==> src/rtl/irq_defs_pkg.sv <==
`default_nettype none
// ============================================================================
//  Module   : irq_defs (package)
//  Purpose  : Shared constants and FSM state type for the IRQ vector
//             controller and its fixed-priority encoder.
//  Revision : 1.0  initial release
// ============================================================================
package irq_defs;

  // Default source count and ROM index of IRQ0's vector.
  localparam int c_n_irq_default    = 8;
  localparam int c_vec_base_default = 8;
  localparam int c_cause_w          = $clog2(c_n_irq_default);

  // Controller states, 2-bit registered encoding.
  typedef enum logic [1:0] {
    ST_IDLE    = 2'd0,
    ST_LOOKUP  = 2'd1,
    ST_REQ     = 2'd2,
    ST_SERVICE = 2'd3
  } irq_state_e;

  // Width of a source index; a single-source build still needs one bit.
  function automatic int cause_width(input int n);
    return (n > 1) ? $clog2(n) : 1;
  endfunction

endpackage
`default_nettype wire

==> src/rtl/irq_prio_enc.sv <==
`default_nettype none
// ============================================================================
//  Module   : irq_prio_enc
//  Purpose  : Combinational fixed-priority encoder. The lowest set index
//             of req_i wins; valid_o flags that any bit was set.
//  Revision : 1.0  initial release
// ============================================================================
module irq_prio_enc
  import irq_defs::*;
#(
  parameter int N_IRQ = c_n_irq_default,
  parameter int IDX_W = c_cause_w
) (
  input  logic [N_IRQ-1:0] req_i,
  output logic [IDX_W-1:0] idx_o,
  output logic             valid_o
);

  // Scan from the top down so the lowest set index is the last write.
  always_comb begin
    idx_o   = '0;
    valid_o = 1'b0;
    for (int i = N_IRQ - 1; i >= 0; i--) begin
      if (req_i[i]) begin
        idx_o   = IDX_W'(i);
        valid_o = 1'b1;
      end
    end
  end

endmodule
`default_nettype wire

==> src/rtl/irq_vector_ctrl.sv <==
`default_nettype none
// ============================================================================
//  Module   : irq_vector_ctrl
//  Purpose  : Edge-capturing, maskable interrupt controller. Selects the
//             lowest-index unmasked pending source, fetches its handler
//             address from the external vector ROM and presents it to the
//             CPU with a req/ack handshake, then waits for ERET.
//  Revision : 1.0  initial release
// ============================================================================
module irq_vector_ctrl
  import irq_defs::*;
#(
  parameter int DATA_WIDTH = 32,
  parameter int ADDR_WIDTH = 4,
  parameter int N_IRQ      = c_n_irq_default,
  parameter int VEC_BASE   = c_vec_base_default
) (
  input  logic                          i_clk,
  input  logic                          i_rst,
  input  logic [N_IRQ-1:0]              i_irq,
  input  logic                          i_mask_we,
  input  logic [N_IRQ-1:0]              i_mask_wdata,
  input  logic                          i_ack,
  input  logic                          i_eret,
  output logic [ADDR_WIDTH-1:0]         o_rom_addr,
  input  logic [DATA_WIDTH-1:0]         i_rom_data,
  output logic                          o_req,
  output logic [DATA_WIDTH-1:0]         o_vector,
  output logic [cause_width(N_IRQ)-1:0] o_cause,
  output logic                          o_busy,
  output logic [N_IRQ-1:0]              o_pending
);

  localparam int CW = cause_width(N_IRQ);

  irq_state_e            state_q, state_d;
  logic [N_IRQ-1:0]      irq_q, pend_q, pend_d, mask_q;
  logic [CW-1:0]         cause_q, cause_d;
  logic [DATA_WIDTH-1:0] vector_q, vector_d;
  logic [N_IRQ-1:0]      w_edge, w_clr, w_active;
  logic [CW-1:0]         w_prio_idx;
  logic                  w_prio_valid;

  assign w_edge   = i_irq & ~irq_q;
  assign w_active = pend_q & mask_q;

  irq_prio_enc #(
    .N_IRQ (N_IRQ),
    .IDX_W (CW)
  ) u_prio (
    .req_i   (w_active),
    .idx_o   (w_prio_idx),
    .valid_o (w_prio_valid)
  );

  // Ack retires the served source; a fresh edge in the same cycle re-arms it.
  always_comb begin
    w_clr = '0;
    if (state_q == ST_REQ && i_ack) begin
      w_clr[cause_q] = 1'b1;
    end
    pend_d = (pend_q & ~w_clr) | w_edge;
  end

  // Next-state logic; once a cause is chosen it is committed until ERET.
  always_comb begin
    state_d  = state_q;
    cause_d  = cause_q;
    vector_d = vector_q;
    case (state_q)
      ST_IDLE: begin
        if (w_prio_valid) begin
          cause_d = w_prio_idx;
          state_d = ST_LOOKUP;
        end
      end
      ST_LOOKUP: begin
        vector_d = i_rom_data;
        state_d  = ST_REQ;
      end
      ST_REQ: begin
        if (i_ack) state_d = ST_SERVICE;
      end
      ST_SERVICE: begin
        if (i_eret) state_d = ST_IDLE;
      end
      default: state_d = ST_IDLE;
    endcase
  end

  // State, capture, pending and mask registers with synchronous reset.
  always_ff @(posedge i_clk) begin
    if (i_rst) begin
      state_q  <= ST_IDLE;
      irq_q    <= '0;
      pend_q   <= '0;
      mask_q   <= '0;
      cause_q  <= '0;
      vector_q <= '0;
    end else begin
      state_q  <= state_d;
      irq_q    <= i_irq;
      pend_q   <= pend_d;
      cause_q  <= cause_d;
      vector_q <= vector_d;
      if (i_mask_we) mask_q <= i_mask_wdata;
    end
  end

  // The ROM is read-only, so the address is driven from cause in every state.
  assign o_rom_addr = ADDR_WIDTH'(VEC_BASE) + ADDR_WIDTH'(cause_q);
  assign o_req      = (state_q == ST_REQ);
  assign o_busy     = (state_q != ST_IDLE);
  assign o_vector   = vector_q;
  assign o_cause    = cause_q;
  assign o_pending  = pend_q;

endmodule
`default_nettype wire

==> config.mk <==
export PLATFORM = sky130hd
export DESIGN_NAME = irq_vector_ctrl
export DESIGN_NICKNAME = d
export VERILOG_FILES = /design/src/rtl/irq_defs_pkg.sv /design/src/rtl/irq_prio_enc.sv /design/src/rtl/irq_vector_ctrl.sv
export SDC_FILE = /design/constraint.sdc
export NUM_CORES = 1
export LEC_CHECK = 0
export CAP_MARGIN = 5
export CORE_MARGIN = 2
export CORE_UTILIZATION = 42
export DETAILED_ROUTE_END_ITERATION = 10
export GPL_TIMING_DRIVEN = 0
export PLACE_DENSITY = 0.89
export SYNTH_ARGS = -nofsm -noshare
export SYNTH_HDL_FRONTEND = slang
export SYNTH_HIERARCHICAL = 1
export SYNTH_SLANG_ARGS = --single-unit
==> constraint.sdc <==
create_clock -name i_clk -period 2 [get_ports i_clk]
set_clock_uncertainty 0.15 [all_clocks]
set_input_delay 0.3 -clock i_clk [delete_from_list [all_inputs] [get_ports i_clk]]
set_output_delay 0.3 -clock i_clk [all_outputs]
set_load 0.01 [all_outputs]
**Word-level counts from Yosys, hierarchy flattened**

Index checks and enable logic that the tools add are counted.

- Register bits after elaboration: 61
- Latch bits: 0
- Bits in writable memories: 0
- ROM bits: 0
- Input port bits: 53
- Output and inout port bits: 49
- Memories kept: 0

- Add/sub/neg operators: 1
- Multipliers: 0
- Divide/modulo/power cells: 0
- Magnitude comparators: 2
- Equal/unequal tests: 6
- Shift-type cells: 0
- Mux-type cells: 23
- Bitwise logic cells: 6
- Reduce and logical (&&, ||, !) cells: 6

Operators with widths:

| cell | number |
|---|---|
| $and 8x8->8 | 3 |
| $mux 3 | 8 |
| $not 8->8 | 2 |
| $mux 1 | 9 |
| $mux 8 | 1 |
| $or 8x8->8 | 1 |
| $pmux 2 s4 | 1 |
| $mux 2 | 3 |
| $add 4x3->4 const A | 1 |
| $eq 2x2->1 const B | 2 |
| $lt 3x4->1 const B | 1 |
| $ne 2x2->1 const B | 2 |
| $demux 1 s3 | 1 |
| $ge 3x1->1 const B | 1 |
| $reduce_and 3->1 | 1 |
| $eq 2x1->1 const B | 1 |
| $logic_and 1x1->1 | 2 |
| $logic_not 2->1 | 1 |
| $ne 2x1->1 const B | 1 |
| $reduce_and 2->1 | 1 |
| $reduce_bool 2->1 | 1 |

**Depth between registers and ports, before layout**

- Depth in word-level cells: 11
- Gate-level depth with buffers: 6

**Hierarchy**

Netlist, hierarchy kept.

By module, submodules not included:

| module | times used | cells an instance | area an instance (µm²) | seq. area each (µm²) |
|---|---|---|---|---|
| irq_vector_ctrl | 1 | 229 | 2314.7 | 1221.2 |
| irq_prio_enc | 1 | 13 | 80.1 | 0.0 |

**Worst setup path before layout**

No wires, ideal clock.

- Path type: register to register
- Start: reg pend_q[5] (netlist: o_pending[5])
- End: reg state_q[0]
- Library setup time: 122 ps
- Data arrival time: 1361 ps
- Slack: 367 ps
- Cell stages (with the launch flop): 7
- Period minus slack after synthesis: 1633 ps
- Cell sequence: dfxtp_1 > and2_1 > nor4_1 > nand2_1 > nor2b_4 > o31ai_2 > o311a_1

- Longest elaborated chain between the ends: 9

Ends and longest elaborated chain:

| what | RTL line | source |
|---|---|---|
| from (decl) | irq_vector_ctrl.sv:37 | `logic [N_IRQ-1:0] irq_q, pend_q, pend_d, mask_q;` |
| from (signal assigned) | irq_vector_ctrl.sv:103 | `pend_q <= pend_d;` |
| $and 8x8->8 | irq_vector_ctrl.sv:45 | `assign w_active = pend_q & mask_q;` |
| net w_active[5] | irq_vector_ctrl.sv:40 | `logic [N_IRQ-1:0] w_edge, w_clr, w_active;` |
| $mux 1 (6 in series) | irq_prio_enc.sv:24 | `if (req_i[i]) begin` |
| net w_prio_valid | irq_vector_ctrl.sv:42 | `logic w_prio_valid;` |
| $ne 2x1->1 (no line) | n/a |  |
| $reduce_and 3->1 (no line) | n/a |  |
| to (signal assigned) | irq_vector_ctrl.sv:101 | `state_q <= state_d;` |
| to (decl) | irq_vector_ctrl.sv:36 | `irq_state_e state_q, state_d;` |

The timed path passes the listed nets, and every way through them passes these cells.
A chain may end at the register's enable or synchronous reset.

**Final worst setup path**

- Start: reg cause_q[1] (netlist: o_cause[1])
- End: out o_rom_addr[1]

- Longest elaborated chain between the ends: 1

Ends and longest elaborated chain:

| what | RTL line | source |
|---|---|---|
| from (decl) | irq_vector_ctrl.sv:38 | `logic [CW-1:0] cause_q, cause_d;` |
| from (signal assigned) | irq_vector_ctrl.sv:104 | `cause_q <= cause_d;` |
| $add 4x3->4 | irq_vector_ctrl.sv:111 | `assign o_rom_addr = ADDR_WIDTH'(VEC_BASE) + ADDR_WIDTH'(cause_q);` |
| to (decl) | irq_vector_ctrl.sv:25 | `output logic [ADDR_WIDTH-1:0] o_rom_addr,` |

Every way passes these cells.

==> run_summary.xml <==
<?xml version="1.0" encoding="UTF-8"?>
<metrics>
  <group name="layout">
    <metric name="num-nets-final" unit="">408</metric>
    <metric name="multiInputGateArea" unit="um2">1070</metric>
    <metric name="syn2layout_area_growth" unit="%">52.6</metric>
    <metric name="diodes" unit="">0</metric>
    <metric name="final.fill_count" unit="">448</metric>
    <metric name="post_route_cells_drive_above_1_share" unit="%">9.83</metric>
    <metric name="layout.area.seq" unit="um2">1220</metric>
    <metric name="finish.utilization" unit="%">66.3</metric>
  </group>
  <group name="critical_path">
    <metric name="cpMaxStageDelayCell" unit="">sky130_fd_sc_hd__clkdlybuf4s50_1</metric>
    <metric name="worst_setup_path_start_kind" unit="">register</metric>
    <metric name="critical_path_class" unit="">register to output port</metric>
    <metric name="timing.rr.end" unit="">state_q[0]</metric>
    <metric name="cp_data_required_time" unit="ps">1550</metric>
    <metric name="worst-path-max-fanout" unit="">8</metric>
    <metric name="critPathMaxStageDelay" unit="ps">520</metric>
    <metric name="reg2reg_slack" unit="ps">260</metric>
    <metric name="critical_path_endpoint_category" unit="">output port</metric>
    <metric name="reg2reg_launch_point" unit="">o_pending[5]</metric>
    <metric name="worst_r2r_path_depth" unit="">6</metric>
    <metric name="critical_path_buf_inv_count" unit="">2</metric>
    <metric name="timing.critical_path.max_delay_family" unit="">buffers and inverters</metric>
    <metric name="arrival" unit="ps">1480</metric>
    <metric name="path_cells" unit="">buf_4, clkdlybuf4s50_1</metric>
  </group>
  <group name="pwr">
    <metric name="total_power_divided_by_cell_area" unit="nW/um2">1070</metric>
    <metric name="vdd_ir_drop_max" unit="mV">0.582</metric>
    <metric name="switching_power" unit="W">0.00117</metric>
    <metric name="cellLeakagePower" unit="nW">1.44</metric>
    <metric name="cell_internal_pwr" unit="W">0.00272</metric>
    <metric name="clock_power_share" unit="%">24.7</metric>
    <metric name="swShare" unit="%">30.1</metric>
    <metric name="sequentialPowerShare" unit="%">39.8</metric>
    <metric name="comb_power_share" unit="%">35.6</metric>
  </group>
  <group name="synthesis">
    <metric name="synth.ff_latch_count" unit="">61</metric>
    <metric name="avgSynthCellArea" unit="um2">9.90</metric>
    <metric name="synth.cell_area" unit="um2">2390</metric>
    <metric name="synth_area_leaders" unit="">sky130_fd_sc_hd__dfxtp_1 51%, sky130_fd_sc_hd__mux2i_1 17%, sky130_fd_sc_hd__nor2_1 6.6%, sky130_fd_sc_hd__nor2b_1 2.9%, sky130_fd_sc_hd__nand2b_1 2.6%</metric>
    <metric name="synth.top_cell.area_share" unit="%">51.0</metric>
    <metric name="seq_area_frac_synth" unit="%">51.0</metric>
    <metric name="synth_cell_type_count" unit="">28</metric>
    <metric name="synth.net_count" unit="">299</metric>
    <metric name="yosys_warnings" unit="">6</metric>
    <metric name="post_synth_inst_count" unit="">242</metric>
    <metric name="cell_type_contributing_the_most_total_cell_area_after_synthesis" unit="">sky130_fd_sc_hd__dfxtp_1</metric>
  </group>
  <group name="run_status">
    <metric name="run_status" unit="">finished, final reports clean</metric>
  </group>
  <group name="timing">
    <metric name="timing.fmax" unit="MHz">517</metric>
    <metric name="hold_viol" unit="">0</metric>
    <metric name="finalSetupViolations" unit="">0</metric>
    <metric name="post-route-period-util" unit="%">96.7</metric>
    <metric name="timing.setup.tns" unit="ps">0</metric>
    <metric name="rsz0062_at_grt" unit="">no</metric>
    <metric name="worst_hold_slack_across_all_endpoints" unit="ps">191</metric>
    <metric name="finalWorstSetupSlack" unit="ps">66.4</metric>
    <metric name="max_slew_violation_count" unit="">0</metric>
    <metric name="layout_min_cycle_time" unit="ps">1930</metric>
  </group>
  <group name="global_routing">
    <metric name="grt_overflow_total" unit="">0</metric>
    <metric name="first_pass_grt_wire_length" unit="mm">9.10</metric>
    <metric name="antenna_found_initial" unit="">0</metric>
    <metric name="first_global_vias" unit="">1926</metric>
    <metric name="pin_count_of_the_biggest_net_entering_global_routing" unit="">11</metric>
    <metric name="global_route.usage.total" unit="%">18.8</metric>
  </group>
  <group name="die">
    <metric name="floorplan.core_area" unit="um2">5510</metric>
    <metric name="dieArea" unit="um2">6320</metric>
    <metric name="io_pins" unit="">102</metric>
    <metric name="die_h" unit="um">79.5</metric>
    <metric name="dieWidth" unit="um">79.5</metric>
    <metric name="num_rows" unit="">27</metric>
    <metric name="starting_density_of_the_core" unit="%">43.5</metric>
  </group>
  <group name="placed_design">
    <metric name="place.detailed.hpwl" unit="mm">4.30</metric>
    <metric name="dp_worst_setup_slack" unit="ps">183</metric>
    <metric name="buffer_ports.inserted" unit="">98</metric>
    <metric name="place.gp.congestion" unit="">0.794</metric>
  </group>
  <group name="cts">
    <metric name="clock_tree_root_buffer_cell" unit="">sky130_fd_sc_hd__clkbuf_8</metric>
    <metric name="cts_made_buffers" unit="">9</metric>
    <metric name="post_cts.repair.setup_buffers" unit="">0</metric>
    <metric name="cts_tree" unit="">done</metric>
    <metric name="max-clock-path-buffers" unit="">2</metric>
    <metric name="clk-insertion-delay-late" unit="ps">330</metric>
    <metric name="clk_transition_reported_paths" unit="ps">60</metric>
    <metric name="clock_sinks" unit="">61</metric>
    <metric name="h-tree-depth" unit="">3</metric>
  </group>
  <group name="route">
    <metric name="vias" unit="">2054</metric>
    <metric name="routed_via_density" unit="">4.80</metric>
    <metric name="drcViolationCount" unit="">0</metric>
    <metric name="initial_drt_markers" unit="">54</metric>
    <metric name="drt_pre_antenna_iters" unit="">4</metric>
    <metric name="wl_per_cell" unit="um">13.4</metric>
    <metric name="drt_wl_total" unit="mm">5.75</metric>
    <metric name="detail-route-antenna-nets" unit="">0</metric>
  </group>
  <group name="job">
    <metric name="max-cap-violations" unit="">0</metric>
  </group>
  <group name="hold_path">
    <metric name="min_to" unit="">state_q[0]</metric>
    <metric name="hp-class" unit="">input pin to register</metric>
    <metric name="hold_path_startpoint" unit="">i_rst</metric>
    <metric name="hold-path-cell-count" unit="">3</metric>
  </group>
</metrics>
layer usage:
metal | share of wire [%] | vias to the layer above | global-route usage, %
met5 | 0 | - | 0
met4 | 1.4 | 0 | 6.55
met3 | 7.4 | 9 | 7.81
met2 | 52 | 74 | 33.4
met1 | 40 | 952 | 19.7
li1 | - | 1019 | -
synth_stat cells:
cell                        n
sky130_fd_sc_hd__nand2_1    7
sky130_fd_sc_hd__a211oi_1   1
sky130_fd_sc_hd__o31ai_1    2
sky130_fd_sc_hd__o41ai_1    2
sky130_fd_sc_hd__o31ai_2    1
sky130_fd_sc_hd__o311ai_1   1
sky130_fd_sc_hd__conb_1     1
sky130_fd_sc_hd__dfxtp_1   61
sky130_fd_sc_hd__a21oi_1   12
sky130_fd_sc_hd__buf_2      5
sky130_fd_sc_hd__ha_1       4
sky130_fd_sc_hd__clkbuf_1   4
sky130_fd_sc_hd__o21ai_0    7
sky130_fd_sc_hd__nor2b_2    1
sky130_fd_sc_hd__o21bai_1   1
sky130_fd_sc_hd__nor4_1     1
sky130_fd_sc_hd__nor4_2     1
sky130_fd_sc_hd__o311a_1    1
sky130_fd_sc_hd__nand3b_1   1
sky130_fd_sc_hd__nor2b_4    1
sky130_fd_sc_hd__and2_1     8
sky130_fd_sc_hd__nand2b_1  10
sky130_fd_sc_hd__nor2_1    42
sky130_fd_sc_hd__nand3_1    4
sky130_fd_sc_hd__inv_1      5
sky130_fd_sc_hd__mux2i_1   40
sky130_fd_sc_hd__buf_4      7
sky130_fd_sc_hd__nor2b_1   11
cells by family (layout without fill, tap and decap cells):
| group | count (synthesis) | count (layout) | share of synthesized area (%) |
|---|---|---|---|
| AND/OR/NAND/NOR | 87 | 87 | 18.1 |
| buffers and inverters | 21 | 135 | 4.65 |
| AO/OA/AOI/OAI | 28 | 28 | 7.26 |
| other | 1 | 1 | 0.157 |
| adder cells (fa/ha/maj) | 4 | 4 | 2.09 |
| flip-flops | 61 | 61 | 51.0 |
| multiplexers | 40 | 40 | 16.7 |
power by group through the flow:
| stage | clock (W) | sequential (W) | combinational [W] |
|---|---|---|---|
| after detailed placement | 0 | 0.00157 | 0.00139 |
| after floorplan | 0 | 0.00164 | 0.000685 |
| final | 0.000960 | 0.00155 | 0.00138 |
| after global routing | 0.00105 | 0.00158 | 0.00149 |
| after CTS | 0.000994 | 0.00155 | 0.00139 |
| after global placement | 0 | 0.00156 | 0.00135 |
cell type report:
cell class	instances	area share [%]
clock inverter	4	0.616
sequential	61	33.5
clock buffer	12	4.25
buffer	16	2.53
inverter	5	0.514
multi-input combinational	160	29.4
timing repair buffer	98	26.8
tap	72	2.47
cell usage in the layout (no fill, tap or decap), drive strengths merged:
cell type and n:
dlygate4sd2 2, nor2 42, clkdlybuf4s50 96, o311ai 1, o21bai 1, nor4 2
dfxtp 61, clkinv 3, o31ai 3, ha 4, mux2i 40, conb 1
nand2 7, and2 8, nand3 4, inv 5, o21ai 7, clkinvlp 1
o41ai 2, a21oi 12, nor2b 13, clkbuf 16, a211oi 1, nand3b 1
o311a 1, buf 12, nand2b 10
worst min-delay path, cell delays in order:
cell and delay, ps:
sky130_fd_sc_hd__buf_2 130, sky130_fd_sc_hd__inv_1 80, sky130_fd_sc_hd__o311a_1 110
state kept, by name, indices dropped and copies added (netlist names):
register	flops
irq_q	8
mask_q	8
o_cause	3
o_pending	8
o_vector	32
state_q	2
through the flow:
step,power (W),cells,instance area [um2]
2_1_floorplan,0.00233,242,2390
3_3_place_gp,0.00291,412,3470
3_5_place_dp,0.00296,412,3470
4_1_cts,0.00394,428,3650
5_1_grt,0.00412,428,3650
6_report,0.00389,428,3650
what timing repair did:
action,in CTS,in global routing
hold buffers,0,0
cloned,0,0
endpoints found under the setup margin,2,4
resized for setup,4,2
worst max path at each step:
stage / slack [ps] / cells after the start / endpoint / start
2_1_floorplan: 370 / 6 / state_q[0] / o_pending[5]
3_3_place_gp: 230 / 4 / o_busy / state_q[0]
3_5_place_dp: 180 / 4 / o_busy / state_q[0]
4_1_cts: 50 / 2 / o_rom_addr[2] / o_cause[2]
5_1_grt: 10 / 2 / o_rom_addr[1] / o_cause[1]
6_report: 70 / 2 / o_rom_addr[1] / o_cause[1]
Power figures use the tool's default switching activity.
